## src/rtl/iccm_arbiter.sv

```systemverilog
`default_nettype none
// ============================================================================
//  Module   : iccm_arbiter
//  Purpose  : Arbitrates the single ICCM port between the instruction fetch
//             unit (IFU, read only) and the load/store unit (LSU). The LSU has
//             priority, but a starvation counter forces an IFU grant once the
//             LSU has won STARVE_MAX consecutive contended cycles. Grants are
//             combinational in the request cycle; responses return exactly one
//             cycle later to the owner recorded in a registered tag.
//  Ports    :
//    clk, rst_n                     clock, async active-low reset
//    ifu_req_i/ifu_addr_i           IFU fetch request and byte address
//    ifu_flush_i                    IFU redirect, drops pending IFU response
//    ifu_gnt_o                      IFU request accepted this cycle
//    ifu_rvalid_o/ifu_rdata_o       IFU response valid / instruction word
//    lsu_req_i/lsu_we_i             LSU request, 1 = write
//    lsu_addr_i/lsu_wdata_i/lsu_be_i LSU byte address, write data, byte enables
//    lsu_gnt_o                      LSU request accepted this cycle
//    lsu_rvalid_o/lsu_rdata_o       LSU response valid / read data (0 on write)
//    iccm_en_o/iccm_we_o            ICCM enable / write enable
//    iccm_addr_o/iccm_wdata_o       ICCM word address / write data
//    iccm_be_o                      ICCM byte enables
//    iccm_rdata_i                   ICCM read data, one cycle after read enable
//  Revision : 1.0  initial release
// ============================================================================
module iccm_arbiter #(
  parameter int unsigned STARVE_MAX = 4
) (
  input  logic        clk,
  input  logic        rst_n,
  input  logic        ifu_req_i,
  input  logic [31:0] ifu_addr_i,
  input  logic        ifu_flush_i,
  output logic        ifu_gnt_o,
  output logic        ifu_rvalid_o,
  output logic [31:0] ifu_rdata_o,
  input  logic        lsu_req_i,
  input  logic        lsu_we_i,
  input  logic [31:0] lsu_addr_i,
  input  logic [31:0] lsu_wdata_i,
  input  logic [3:0]  lsu_be_i,
  output logic        lsu_gnt_o,
  output logic        lsu_rvalid_o,
  output logic [31:0] lsu_rdata_o,
  output logic        iccm_en_o,
  output logic        iccm_we_o,
  output logic [31:0] iccm_addr_o,
  output logic [31:0] iccm_wdata_o,
  output logic [3:0]  iccm_be_o,
  input  logic [31:0] iccm_rdata_i
);

  localparam logic [3:0] STARVE_LIMIT = 4'(STARVE_MAX);

  typedef enum logic [0:0] {
    NORMAL    = 1'b0,
    FORCE_IFU = 1'b1
  } arb_state_e;

  arb_state_e  state_q, state_d;
  logic [3:0]  starve_q, starve_d;
  logic        ifu_pend_q, ifu_pend_d;   // IFU response due next cycle
  logic        lsu_pend_q, lsu_pend_d;   // LSU response due next cycle
  logic        lsu_wr_q, lsu_wr_d;       // pending LSU response is a write ack

  logic        ifu_gnt;
  logic        lsu_gnt;
  logic        lsu_wr_gnt;
  logic [31:0] gnt_addr;

  // --------------------------------------------------------------------------
  // Arbitration FSM: next state and grants
  // --------------------------------------------------------------------------
  always_comb begin
    state_d  = state_q;
    starve_d = starve_q;
    ifu_gnt  = 1'b0;
    lsu_gnt  = 1'b0;

    // Grants are suppressed while reset is asserted so outputs go quiet
    // immediately rather than at the next clock edge.
    if (rst_n) begin
      unique case (state_q)
        NORMAL: begin
          if (lsu_req_i) begin
            lsu_gnt = 1'b1;
            if (ifu_req_i) begin
              starve_d = starve_q + 4'd1;
              if (starve_d >= STARVE_LIMIT) begin
                state_d = FORCE_IFU;
              end
            end else begin
              starve_d = 4'd0;
            end
          end else begin
            ifu_gnt  = ifu_req_i;
            starve_d = 4'd0;
          end
        end
        FORCE_IFU: begin
          // Either the IFU gets its forced slot or it stopped asking; in both
          // cases the starvation episode is over.
          starve_d = 4'd0;
          state_d  = NORMAL;
          if (ifu_req_i) begin
            ifu_gnt = 1'b1;
          end else begin
            lsu_gnt = lsu_req_i;
          end
        end
        default: begin
          state_d  = NORMAL;
          starve_d = 4'd0;
        end
      endcase
    end
  end

  // --------------------------------------------------------------------------
  // ICCM drive: address from the winner with the byte offset masked off;
  // write controls only for a granted LSU write.
  // --------------------------------------------------------------------------
  assign lsu_wr_gnt = lsu_gnt & lsu_we_i;
  assign gnt_addr   = lsu_gnt ? lsu_addr_i : (ifu_gnt ? ifu_addr_i : 32'h0);

  assign ifu_gnt_o    = ifu_gnt;
  assign lsu_gnt_o    = lsu_gnt;
  assign iccm_en_o    = ifu_gnt | lsu_gnt;
  assign iccm_addr_o  = gnt_addr & ~32'h3;
  assign iccm_we_o    = lsu_wr_gnt;
  assign iccm_be_o    = lsu_wr_gnt ? lsu_be_i : 4'h0;
  assign iccm_wdata_o = lsu_wr_gnt ? lsu_wdata_i : 32'h0;

  // --------------------------------------------------------------------------
  // Response tags. A flush in the grant cycle drops the IFU tag up front; a
  // flush in the response cycle masks the already-pending response.
  // --------------------------------------------------------------------------
  assign ifu_pend_d = ifu_gnt & ~ifu_flush_i;
  assign lsu_pend_d = lsu_gnt;
  assign lsu_wr_d   = lsu_wr_gnt;

  assign ifu_rvalid_o = ifu_pend_q & ~ifu_flush_i;
  assign ifu_rdata_o  = ifu_rvalid_o ? iccm_rdata_i : 32'h0;
  assign lsu_rvalid_o = lsu_pend_q;
  assign lsu_rdata_o  = (lsu_pend_q && !lsu_wr_q) ? iccm_rdata_i : 32'h0;

  // --------------------------------------------------------------------------
  // State registers
  // --------------------------------------------------------------------------
  always_ff @(posedge clk or negedge rst_n) begin
    if (!rst_n) begin
      state_q    <= NORMAL;
      starve_q   <= 4'd0;
      ifu_pend_q <= 1'b0;
      lsu_pend_q <= 1'b0;
      lsu_wr_q   <= 1'b0;
    end else begin
      state_q    <= state_d;
      starve_q   <= starve_d;
      ifu_pend_q <= ifu_pend_d;
      lsu_pend_q <= lsu_pend_d;
      lsu_wr_q   <= lsu_wr_d;
    end
  end

endmodule
`default_nettype wire

```

## config.mk

```make
export PLATFORM = sky130hd
export DESIGN_NAME = iccm_arbiter
export DESIGN_NICKNAME = d
export VERILOG_FILES = /design/src/rtl/iccm_arbiter.sv
export SDC_FILE = /design/constraint.sdc
export NUM_CORES = 1
export LEC_CHECK = 0
export ABC_AREA = 0
export BUFFER_PORTS_ARGS = -buffer_cell sky130_fd_sc_hd__buf_2
export CORE_AREA = 2 2 108 110
export DETAILED_ROUTE_END_ITERATION = 7
export DIE_AREA = 0 0 110 112
export HOLD_SLACK_MARGIN = 0.05
export PLACE_DENSITY = 0.43
export SLEW_MARGIN = 10
export SYNTH_ARGS = -nofsm -noshare
export SYNTH_HDL_FRONTEND = slang
export SYNTH_SLANG_ARGS = --single-unit
```

## constraint.sdc

```tcl
create_clock -name clk -period 1.3 [get_ports clk]
set_input_delay 0.195 -clock clk [delete_from_list [all_inputs] [get_ports clk]]
set_output_delay 0.195 -clock clk [all_outputs]
set_load 0.02 [all_outputs]
```

==> flow_metrics.tcl <==
set metrics [dict create \
    status "finished with violations" \
    violations "setup timing" \
    core_um2 11200 \
    layout_common_cells "buf_2 (134), buf_6 (129), and2_4 (65)" \
    fin_crit_sh_pct 127 \
    cts_sinks 8 \
    numCtsBuffers 3 \
    synth.distinct_cells 27 \
    antenna_cells 0 \
    crit_fanout 8 \
    synth_area_leader_cell "and2_1" \
    layout_commonest_cell "buf_2" \
    clk_latency_ns 0.23 \
    multi_input_area_um2 1480 \
    fin_cells 627 \
    wire_per_inst_um 17.4 \
    nets 625 \
    max-clock-path-buffers 2 \
    worst_slack_ns -0.352 \
    finalInstanceArea_um2 4770 \
    placed_cell_area_um2 2990 \
    required_ns 1.11 \
    drc 0 \
    grt_pass1_vias 2440 \
    grt_use_total_pct 13.8 \
    place_congestion 0.755 \
    cap_violations 0 \
    regToRegStartpoint "state_q" \
    peakVddDrop_uv 316 \
    cts.htree.levels 1 \
    areaGrowthSynthToFinish_pct 241 \
    fin_util_pct 42.7 \
    r2r_slack_ns 0.10 \
    r2r-end "lsu_wr_q" \
    hpwlAfterDp_mm 6.97 \
    endpoint_kind "output port" \
    first_iter_violations 67 \
    fillerInstances 1057 \
    drtPass1Iterations 4 \
    grt_max_degree 34 \
    wl_mm 10.9 \
    critPathKind "flip-flop to output port" \
    worst_hold_path.num_cells 2 \
    ant_nets 0 \
    slew_viol_final 0 \
    regArea_um2 203 \
    avgSynthCellArea_um2 7.39 \
    yosysWarningCount 0 \
    hold_class "input port to flip-flop" \
    worstRegToRegCells 5 \
    fin_crit_ns 1.65 \
    vias 2676 \
    grt_first_pass_wirelength_mm 13.1 \
    p_per_area_nw_per_um2 429 \
    clock.fmax_mhz 605 \
    ys_seq_elements 8 \
    hold_violations 0 \
    final.setup_skew_ns 0.00129 \
    yosys.area.top_type_share_pct 29.1 \
    antenna_found_initial 0 \
    pre_cts_slack_ns -0.466 \
    die_w_um 110 \
    seq_area_frac_synth_pct 14.3 \
    worstSetupStartpointType "flip-flop" \
    viasPerCell 4.27 \
    io_buffers 269 \
    synth_area_leaders "and2_1 (29%), a22o_1 (19%), and3_1 (17%)" \
    layout-drive-gt1-share_pct 87.8 \
    rsz0062_at_grt "true" \
    min_to "ifu_pend_q" \
    synth_cells 189 \
    cp.arrival_ns 1.46 \
    hold_slack_ns 0.161 \
    ios 276 \
    initial_core_util_pct 12.5 \
    power.leakage_uw 0.00247 \
    overflow 0 \
    die_h_um 112 \
    finalSetupViolations 135 \
    cts-root-buf "clkbuf_16" \
    synth.cell_area_um2 1400 \
    cts_tree "built" \
    num_rows 39 \
    hold_start "ifu_flush_i" \
    path_clk_slew_ns 0.04 \
    placedCellCount 592 \
    dieArea_um2 12300 \
]
## metal layers
metal / up-vias / GRT usage (%) / routed length (um)
met5: - / 0 / 0
met4: 0 / 2.87 / 95
met3: 9 / 4.98 / 1130
met2: 160 / 26.0 / 5910
met1: 1242 / 14.3 / 3800
li1: 1265 / - / -
## worst max path at each step
| stage | startpoint | end | cells past startpoint |
|---|---|---|---|
| after floorplan | state_q | iccm_addr_o[23] | 4 |
| after global placement | lsu_wr_q | lsu_rdata_o[25] | 3 |
| after detailed placement | lsu_wr_q | lsu_rdata_o[26] | 3 |
| after CTS | state_q | iccm_en_o | 5 |
| after global routing | state_q | iccm_wdata_o[23] | 5 |
| final | state_q | iccm_wdata_o[26] | 5 |
## timing repair
| action | 4_1_cts | 5_1_grt |
|---|---|---|
| endpoints found under the setup margin | 135 | 138 |
| gates resized for setup | 259 | 122 |
| pin swaps | 22 | 49 |
| hold buffers | 1 | 0 |
| buffers inserted | 6 | 9 |
| endpoints found under the hold margin | 8 | 0 |
| cloned | 4 | 13 |
## critical path, stage by stage (launching register included)
cell,delay (ns)
dfrtp_2,0.43
a21oi_4,0.16
buf_12,0.17
clkbuf_16,0.15
and3_4,0.18
buf_6,0.12
## sequential cells by signal, summed over array words and instances (netlist names)
signal,flops
lsu_rvalid_o,1
lsu_wr_q,1
starve_q,4
state_q,1
ifu_pend_q,1
## logic make-up after synthesis
| kind of cell | count (synthesis) | synth area share (%) |
|---|---|---|
| muxes | 1 | 0.716 |
| adders and majority gates | 1 | 0.895 |
| other | 1 | 0.268 |
| buffers and inverters | 24 | 8.77 |
| and+or+nand+nor | 114 | 50.7 |
| AOI/OAI and AO/OA | 40 | 24.4 |
| DFF | 8 | 14.3 |
## power by group
group,switching [uW],internal (uW),leakage [uW]
combinational,557,707,0.00232
sequential,10.9,259,0.000106
clock,114,396,0.0000370
total,682,1360,0.00247
## Yosys cell counts (all sizes together)
library cell / count
or2: 1
o22ai: 1
nand2: 3
a21oi: 3
conb: 1
nor3b: 2
ha: 1
a21o: 3
dfrtp: 8
mux2i: 1
nor3: 1
nor2b: 3
o21ai: 2
inv: 3
and2: 65
o32ai: 1
nand3: 1
clkbuf: 11
a22o: 30
nand4b: 1
buf: 10
and3: 37
## final cells by class
type / instances / area share [%]
Multi-Input combinational cell: 159 / 31.0
Tap cell: 143 / 3.75
Inverter: 3 / 0.236
Clock buffer: 3 / 1.57
Timing Repair Buffer: 311 / 59.2
Sequential cell: 8 / 4.25
## metrics by stage
stage / total power (uW) / TNS, ns
final: 2040 / -31.49
after global routing: 2140 / -36.54
after CTS: 1860 / -31.40
after detailed placement: 1090 / -18.77
after global placement: 1080 / -17.26
after floorplan: 682 / 0
No activity file was read; power rests on OpenSTA's default activity.
